`src/rtl/fb_write_if.sv`:
```
// Frame-buffer write arbitration bus: CPU single-pixel port, coprocessor stream
// port and the registered frame-buffer write port.
interface fb_write_if #(
    parameter int unsigned DW = 8
);
    logic          cpu_req;
    logic [16:0]   cpu_addr;
    logic [DW-1:0] cpu_data;
    logic          cpu_gnt;
    logic          str_start;
    logic          str_slot;
    logic          str_valid;
    logic [DW-1:0] str_data;
    logic          str_ready;
    logic          str_busy;
    logic          str_done;
    logic          fb_we;
    logic [16:0]   fb_waddr;
    logic [DW-1:0] fb_wdata;

    // Requesters (CPU and coprocessor) plus frame-buffer observer.
    modport master (
        output cpu_req, cpu_addr, cpu_data,
        output str_start, str_slot, str_valid, str_data,
        input  cpu_gnt, str_ready, str_busy, str_done,
        input  fb_we, fb_waddr, fb_wdata
    );

    // Arbiter side.
    modport slave (
        input  cpu_req, cpu_addr, cpu_data,
        input  str_start, str_slot, str_valid, str_data,
        output cpu_gnt, str_ready, str_busy, str_done,
        output fb_we, fb_waddr, fb_wdata
    );
endinterface

```
`src/rtl/fb_write_arbiter.sv`:
```
// Frame-buffer write arbiter: merges CPU single-pixel writes with a 256x256
// coprocessor image stream into one registered write port. The stream has
// priority; a starvation counter forces a CPU grant after STARVE_MAX denials.
module fb_write_arbiter #(
    parameter int unsigned DW         = 8,
    parameter int unsigned STARVE_MAX = 4
) (
    input  logic       clk,
    input  logic       rst_n,
    fb_write_if.slave  bus
);
    localparam int unsigned AW = 17;
    localparam int unsigned CW = 8;
    localparam int unsigned SW = (STARVE_MAX < 1) ? 1 : $clog2(STARVE_MAX + 1);
    localparam logic [AW-1:0] SLOT1_BASE = AW'(256);
    localparam logic [SW-1:0] STARVE_LIM = SW'(STARVE_MAX);

    typedef enum logic {
        IDLE   = 1'b0,
        STREAM = 1'b1
    } state_t;

    state_t        state_q, state_d;
    logic [AW-1:0] base_q, base_d;
    logic [CW-1:0] row_q, row_d;
    logic [CW-1:0] col_q, col_d;
    logic [SW-1:0] starve_q, starve_d;
    logic          done_q, done_d;
    logic          we_q, we_d;
    logic [AW-1:0] waddr_q, waddr_d;
    logic [DW-1:0] wdata_q, wdata_d;

    logic          str_ready_c;
    logic          cpu_gnt_c;
    logic          str_acc;
    logic [AW-1:0] str_addr;

    // Row stride is 512 so two 256-wide images sit side by side.
    assign str_addr = base_q + {row_q, 9'b0} + AW'(col_q);

    // State and datapath registers.
    always_ff @(posedge clk or negedge rst_n) begin
        if (!rst_n) begin
            state_q  <= IDLE;
            base_q   <= '0;
            row_q    <= '0;
            col_q    <= '0;
            starve_q <= '0;
            done_q   <= 1'b0;
            we_q     <= 1'b0;
            waddr_q  <= '0;
            wdata_q  <= '0;
        end else begin
            state_q  <= state_d;
            base_q   <= base_d;
            row_q    <= row_d;
            col_q    <= col_d;
            starve_q <= starve_d;
            done_q   <= done_d;
            we_q     <= we_d;
            waddr_q  <= waddr_d;
            wdata_q  <= wdata_d;
        end
    end

    // Next-state, arbitration and write-port selection.
    always_comb begin
        state_d     = state_q;
        base_d      = base_q;
        row_d       = row_q;
        col_d       = col_q;
        starve_d    = '0;
        done_d      = 1'b0;
        we_d        = 1'b0;
        waddr_d     = waddr_q;
        wdata_d     = wdata_q;
        str_ready_c = 1'b0;
        cpu_gnt_c   = 1'b0;
        str_acc     = 1'b0;

        case (state_q)
            IDLE: begin
                cpu_gnt_c = bus.cpu_req;
                if (bus.str_start) begin
                    state_d = STREAM;
                    base_d  = bus.str_slot ? SLOT1_BASE : '0;
                    row_d   = '0;
                    col_d   = '0;
                end
            end

            STREAM: begin
                if (bus.str_start) begin
                    // Restart: no pixel is taken on the abort cycle so the
                    // next stream write is the new image's first address.
                    base_d = bus.str_slot ? SLOT1_BASE : '0;
                    row_d  = '0;
                    col_d  = '0;
                end else begin
                    str_ready_c = !((starve_q == STARVE_LIM) && bus.cpu_req);
                end

                str_acc   = bus.str_valid & str_ready_c;
                cpu_gnt_c = bus.cpu_req & ~str_acc;

                if (bus.cpu_req && !cpu_gnt_c) begin
                    starve_d = (starve_q == STARVE_LIM) ? starve_q
                                                        : SW'(starve_q + SW'(1));
                end

                if (str_acc) begin
                    col_d = CW'(col_q + CW'(1));
                    if (col_q == '1) begin
                        row_d = CW'(row_q + CW'(1));
                    end
                    if ((row_q == '1) && (col_q == '1)) begin
                        state_d = IDLE;
                        done_d  = 1'b1;
                    end
                end
            end

            default: state_d = IDLE;
        endcase

        if (str_acc) begin
            we_d    = 1'b1;
            waddr_d = str_addr;
            wdata_d = bus.str_data;
        end else if (cpu_gnt_c) begin
            we_d    = 1'b1;
            waddr_d = bus.cpu_addr;
            wdata_d = bus.cpu_data;
        end
    end

    assign bus.cpu_gnt   = cpu_gnt_c;
    assign bus.str_ready = str_ready_c;
    assign bus.str_busy  = (state_q == STREAM);
    assign bus.str_done  = done_q;
    assign bus.fb_we     = we_q;
    assign bus.fb_waddr  = waddr_q;
    assign bus.fb_wdata  = wdata_q;
endmodule

```
`src/flat_wrapper.sv`:
```
// flat-port wrapper written by rule: the top's interface ports become plain ports
module fb_write_arbiter_flat 
#(
    parameter int unsigned DW         = 8,
    parameter int unsigned STARVE_MAX = 4
)
  (clk, rst_n, bus_cpu_req, bus_cpu_addr, bus_cpu_data, bus_str_start, bus_str_slot, bus_str_valid, bus_str_data, bus_cpu_gnt, bus_str_ready, bus_str_busy, bus_str_done, bus_fb_we, bus_fb_waddr, bus_fb_wdata);
  fb_write_if #(.DW(DW)) bus_i ();
  input  logic clk;
  input  logic rst_n;
  input wire logic [$bits(bus_i.cpu_req)-1:0] bus_cpu_req;
  input wire logic [$bits(bus_i.cpu_addr)-1:0] bus_cpu_addr;
  input wire logic [$bits(bus_i.cpu_data)-1:0] bus_cpu_data;
  input wire logic [$bits(bus_i.str_start)-1:0] bus_str_start;
  input wire logic [$bits(bus_i.str_slot)-1:0] bus_str_slot;
  input wire logic [$bits(bus_i.str_valid)-1:0] bus_str_valid;
  input wire logic [$bits(bus_i.str_data)-1:0] bus_str_data;
  output wire logic [$bits(bus_i.cpu_gnt)-1:0] bus_cpu_gnt;
  output wire logic [$bits(bus_i.str_ready)-1:0] bus_str_ready;
  output wire logic [$bits(bus_i.str_busy)-1:0] bus_str_busy;
  output wire logic [$bits(bus_i.str_done)-1:0] bus_str_done;
  output wire logic [$bits(bus_i.fb_we)-1:0] bus_fb_we;
  output wire logic [$bits(bus_i.fb_waddr)-1:0] bus_fb_waddr;
  output wire logic [$bits(bus_i.fb_wdata)-1:0] bus_fb_wdata;
  assign bus_i.cpu_req = bus_cpu_req;
  assign bus_i.cpu_addr = bus_cpu_addr;
  assign bus_i.cpu_data = bus_cpu_data;
  assign bus_i.str_start = bus_str_start;
  assign bus_i.str_slot = bus_str_slot;
  assign bus_i.str_valid = bus_str_valid;
  assign bus_i.str_data = bus_str_data;
  assign bus_cpu_gnt = bus_i.cpu_gnt;
  assign bus_str_ready = bus_i.str_ready;
  assign bus_str_busy = bus_i.str_busy;
  assign bus_str_done = bus_i.str_done;
  assign bus_fb_we = bus_i.fb_we;
  assign bus_fb_waddr = bus_i.fb_waddr;
  assign bus_fb_wdata = bus_i.fb_wdata;
  fb_write_arbiter #(.DW(DW), .STARVE_MAX(STARVE_MAX)) u_core (.clk(clk), .rst_n(rst_n), .bus(bus_i));
endmodule
```
`config.mk`:
```
export PLATFORM = sky130hd
export DESIGN_NAME = fb_write_arbiter_flat
export DESIGN_NICKNAME = d
export VERILOG_FILES = /design/src/rtl/fb_write_if.sv /design/src/rtl/fb_write_arbiter.sv /design/src/flat_wrapper.sv
export SDC_FILE = /design/constraint.sdc
export NUM_CORES = 1
export LEC_CHECK = 0
export CAP_MARGIN = 15
export CORE_AREA = 2 2 55 109
export DETAILED_ROUTE_END_ITERATION = 8
export DIE_AREA = 0 0 57 111
export PLACE_DENSITY = 0.75
export SYNTH_ARGS = -nofsm -noshare
export SYNTH_HDL_FRONTEND = slang
export SYNTH_SLANG_ARGS = --single-unit
```
`constraint.sdc`:
```
create_clock -name clk -period 2.3 [get_ports clk]
set_clock_uncertainty 0.05 [all_clocks]
set_input_delay 0.345 -clock clk [delete_from_list [all_inputs] [get_ports clk]]
set_output_delay 0.345 -clock clk [all_outputs]
set_load 0.1 [all_outputs]
```
### After elaboration in Yosys (flattened, before gate mapping)

Index checks and enable logic that the tools add are counted.

* logic and storage cells: 58
* register bits after elaboration: 64
* output and inout bits: 30

* reductions and logical operators: 6
* bitwise gates (word level): 4
* equality and inequality tests: 4
* mux-type cells: 30
* add/subtract/negate cells: 5

Operator list (count)
* 2-to-1 mux 8 bit: 7
* 2-to-1 mux 17 bit: 3
* case mux 8 bit (2 select lines): 2
* adder 17 bit: 1
* adder 17 x 8 -> 17 bit: 1
* adder 8 x 1 -> 8 bit, second input constant: 2
* == test 8 bit, second input constant: 2
* 2-to-1 mux 1 bit: 12
* 2-to-1 mux 3 bit: 3
* 2-to-1 mux 9 bit: 1
* case mux 1 bit (2 select lines): 2
* adder 3 x 1 -> 3 bit, second input constant: 1
* == test 3 bit, second input constant: 1
* logical AND 1 bit: 3
* inequality test 3 bit, second input constant: 1
* bitwise AND 1 bit: 2
* zero test 1 bit: 2
* NOT 1 bit: 2
* nonzero test 2 bit: 1

### Logic depth before layout (Yosys ltp)

* depth after elaboration: 12
* gate-level depth with buffers: 9
* mapped depth without buffers: 6

### Worst setup path after synthesis

OpenSTA, ideal clock, no wires.

* kind: register -> output
* from: register u_core.state_q (netlist: u_core.bus.str_busy)
* to: output bus_str_ready
* stages on the path, launching flop included: 2
* data required time: 1.905 ns
* data arrival time: 3.264 ns
* slack: -1.359 ns
* path through: dfrtp_1 -> nor3b_1

* longest elaborated chain between the ends: 1

RTL lines
* start, declared: RTL line fb_write_arbiter.sv:23 `state_t state_q, state_d;`
* start signal, assigned: RTL line fb_write_arbiter.sv:54 `state_q <= state_d;`
* 2-to-1 mux 1 bit: RTL line fb_write_arbiter.sv:81 `case (state_q)`
* end, declared: RTL line flat_wrapper.sv:19 `output wire logic [$bits(bus_i.str_ready)-1:0] bus_str_ready;`

Every way passes these cells.

### Worst setup path after layout

* from: register u_core.starve_q[0]
* to: register u_core.row_q[4]

* longest elaborated chain between the ends: 8

RTL lines
* start, declared: RTL line fb_write_arbiter.sv:27 `logic [SW-1:0] starve_q, starve_d;`
* start signal, assigned: RTL line fb_write_arbiter.sv:58 `starve_q <= starve_d;`
* == test 3 bit: RTL line fb_write_arbiter.sv:100 `str_ready_c = !((starve_q == STARVE_LIM) && bus.cpu_req);`
* logical AND 1 bit: RTL line fb_write_arbiter.sv:100
* zero test 1 bit: RTL line fb_write_arbiter.sv:100
* 2-to-1 mux 1 bit: RTL line fb_write_arbiter.sv:93 `if (bus.str_start) begin`
* 2-to-1 mux 1 bit: RTL line fb_write_arbiter.sv:81
* bitwise AND 1 bit: RTL line fb_write_arbiter.sv:103 `str_acc = bus.str_valid & str_ready_c;`
* 2-to-1 mux 8 bit: RTL line fb_write_arbiter.sv:111 `if (str_acc) begin`
* case mux 8 bit (2 select lines): RTL line fb_write_arbiter.sv:81
* via u_core.row_d[4]: RTL line fb_write_arbiter.sv:25 `logic [CW-1:0] row_q, row_d;`
* end signal, assigned: RTL line fb_write_arbiter.sv:56 `row_q <= row_d;`
* end, declared: RTL line fb_write_arbiter.sv:25

The timed path passes the listed nets, and every way through them passes these cells. The select of a mux whose other input is x is not followed.
A chain may end at the register's enable or synchronous reset.

==> impl_metrics.csv <==
group,metric,value,unit
run_status,status,"completed",
routing,wire_per_inst,14.9,um
power,switchingPower,0.819,mW
timing,relSlewSlack,60.3,%
cts,post-cts-setup-buffers,0,
critical_path,crit_buf_inv,1,
synthesis,synth_area_leaders,"dfrtp_1, mux2i_1, o21ai_1, nand2_1, ha_1",
synthesis,synthesis.area,2260,um^2
die,start_util,40.7,%
critical_path,crit_chain,"inv_1 > ha_1 > and3_1 > or4_1 > or4_1 > a21oi_1",
power,cell_internal_pwr,1.52,mW
layout,seqCellArea,1200,um^2
synthesis,yosysMostFrequentCell,"dfrtp_1",
synthesis,yosysSeqAreaShare,53.1,%
die,dieArea,6330,um^2
critical_path,cp_data_required_time,2.46,ns
critical_path,worst-setup-path-type,"reg2reg",
critical_path,cp_top_family,"simple AND/OR/NAND/NOR gates",
critical_path,rr_worst_depth,6,
cts,cts_buffers,5,
place,place.gp.congestion,0.774,
synthesis,async_reset_ff_share,100,%
cts,cts.repair.resized,0,
synthesis,ys.flop_type,"dfrtp_1",
layout,fillerInstances,497,
routing,post_drt_via_cell_ratio,5.30,
layout,multi_input_area,1020,um^2
timing,setup-tns-final,0,ns
layout,final_layout_size_suffix_gt1_share,18.1,%
timing,hold_viol,0,
timing,period_needed,2.13,ns
timing,tightest_slew,0.596,ns
power,p_per_area,738,nW/um^2
routing,first_pass_iters,5,
min_path,min_path_type,"in2async",
global_routing,grt_use_total,17.6,%
die,boundaryPins,69,
routing,drc,0,
layout,syn_to_final_growth,39.9,%
power,peakVddDrop,541,uV
cts,htreeDepth,2,
synthesis,synth_edf_count,0,
cts,clock_tree.root_cell,"clkbuf_16",
timing,timing.fmax,469,MHz
layout,diodes,0,
die,core,5560,um^2
global_routing,grt_pass1_wl,8900,um
cts,cts_hold_buf,0,
routing,vias,1875,
critical_path,r2r_start,"u_core.starve_q[0]$_DFFE_PN0P_",
place,placed_cell_area,3020,um^2
cts,clkSlewWorstSetupHoldPaths,0.06,ns
critical_path,startpoint,"u_core.starve_q[0]$_DFFE_PN0P_",
critical_path,startpoint_type,"flip-flop",
timing,slew_violations,0,
die,placementRows,39,
routing,dr.first_iter.drc_count,82,
critical_path,r2r_setup_slack,0.17,ns
critical_path,max_stage_delay,0.59,ns
synthesis,ys_top_cells_by_count,"dfrtp_1, nand2_1, mux2i_1",
global_routing,antenna_found_initial,0,
synthesis,synth.distinct_cells,31,
power,power_switching_share,35.1,%
synthesis,syn_area_per_cell,10.3,um^2
global_routing,grt_overflow,0,
global_routing,grt_pass1_vias,1907,
place,port_buffers,68,
global_routing,grt_max_degree,49,
die,die_w,57,um
synthesis,synthCells,219,
timing,period_share,92.7,%
cts,cts_buffer_depth,2,
synthesis,synth_fp_nets,262,
critical_path,worstPathMaxFanout,5,
cts,insertion_delay,0.28,ns
cts,cts_tree,"yes",
run,cap_violations,0,
power,seqPwrFrac,39.9,%
routing,wirelength,5270,um
power,p_clk_share,30.9,%
power,p_leak,1.46,nW
layout,num-nets-final,335,
synthesis,synth_top_cell_by_area,"dfrtp_1",
cts,clkSinkCount,48,
synthesis,synth_seq_cells,48,
timing,setup_viol,0,
timing,rsz0062_at_grt,"no",
critical_path,r2r-end,"u_core.row_q[4]$_DFF_PN0_",
synthesis,ys_warn_count,0,
place,dp_hpwl,3820,um
layout,fin_area,3160,um^2
power,p_comb_share,29.2,%
critical_path,cpMostUsedCell,"or4_1",
power,power,2.34,mW
critical_path,cp-end-kind,"flip-flop",
timing,hold_ws,0.104,ns
critical_path,arrival,2.29,ns
routing,ant_nets,0,
critical_path,cpMaxStageDelayCell,"or4_1",
synthesis,synth_top_cell_area_share,53.1,%
die,die_y,111,um
-- worst max-delay path by stage --
stage / endpoint / slack (ns) / cells after the start
global placement: u_core.row_q[4]$_DFF_PN0_ / 0.05 / 5
finish: u_core.row_q[4]$_DFF_PN0_ / 0.17 / 6
global route: u_core.row_q[4]$_DFF_PN0_ / 0.06 / 6
floorplan: u_core.row_q[4]$_DFF_PN0_ / 0.07 / 5
CTS: u_core.row_q[4]$_DFF_PN0_ / 0.17 / 6
detailed placement: u_core.row_q[4]$_DFF_PN0_ / 0.01 / 5
-- flip-flops by register name, summed over array words and instances, names as in the netlist --
register / flops
u_core.bus.fb_wdata: 8
u_core.starve_q: 3
u_core.base_q: 1
u_core.bus.fb_waddr: 17
u_core.row_q: 8
u_core.bus.str_done: 1
u_core.bus.str_busy: 1
u_core.col_q: 8
u_core.bus.fb_we: 1
-- metal layers --
metal | global-route usage, % | vias up | wire (um)
met5 | 0 | - | 0
met4 | 5.89 | 0 | 76
met3 | 4.08 | 9 | 413
met2 | 30.3 | 82 | 2670
met1 | 21.0 | 873 | 2110
li1 | - | 911 | -
-- logic make-up (layout without fill, tap and decap cells) --
kind of cell / count (synthesis) / count (layout) / share of synthesized area, %
AND/OR/NAND/NOR: 79 / 79 / 17.7
XOR/XNOR: 4 / 4 / 1.55
AO/OA/AOI/OAI: 36 / 36 / 8.46
adder cells (fa/ha/maj): 4 / 4 / 2.21
buffers and inverters: 16 / 90 / 2.77
multiplexers: 32 / 32 / 14.2
flip-flops: 48 / 48 / 53.1
-- layout by cell type, fill, tap and decap left out, types with 3 or more instances in the layout --
master	count
nor2_1	7
buf_4	39
o31ai_1	3
dfrtp_1	47
o21ai_1	29
xnor2_1	3
nand2b_1	8
inv_1	3
and3_1	3
nand4_1	8
ha_1	4
nand2_1	35
mux2i_1	31
nand3b_1	3
clkbuf_16	5
clkdlybuf4s50_1	36
-- power by group through the flow --
stage | combinational, mW | sequential (mW) | clock, mW
after CTS | 0.690 | 0.933 | 0.737
final | 0.683 | 0.932 | 0.721
after detailed placement | 0.688 | 0.947 | 0
after global placement | 0.681 | 0.943 | 0
after global routing | 0.710 | 0.939 | 0.767
after floorplan | 0.119 | 1.31 | 0
-- through the flow --
| stage | instances | utilization (%) | setup WS, ns |
|---|---|---|---|
| 2_1_floorplan | 219 | - | 0.0667 |
| 3_5_place_dp | 346 | 54.3 | 0.0128 |
| 6_report | 354 | 56.9 | 0.168 |
| 4_1_cts | 354 | 56.9 | 0.167 |
| 3_3_place_gp | 346 | 54.3 | 0.0535 |
| 5_1_grt | 354 | 56.9 | 0.0619 |
-- layout make-up --
type,count,share of cell area (%)
repair buffers,79,22.2
clock buffers,8,4.63
multi-input cells,155,32.4
inverters,3,0.356
flip-flops and latches,48,38.0
well taps,61,2.41
-- worst reg2reg max path, delay by kind of cell (launching register included) --
kind	cells	cell delay [ns]
AO/OA/AOI/OAI	1	0.15
buffers and inverters	1	0.06
adder cells (fa/ha/maj)	1	0.21
flip-flops	1	0.38
AND/OR/NAND/NOR	3	1.20
No activity file was read; power rests on OpenSTA's default activity.
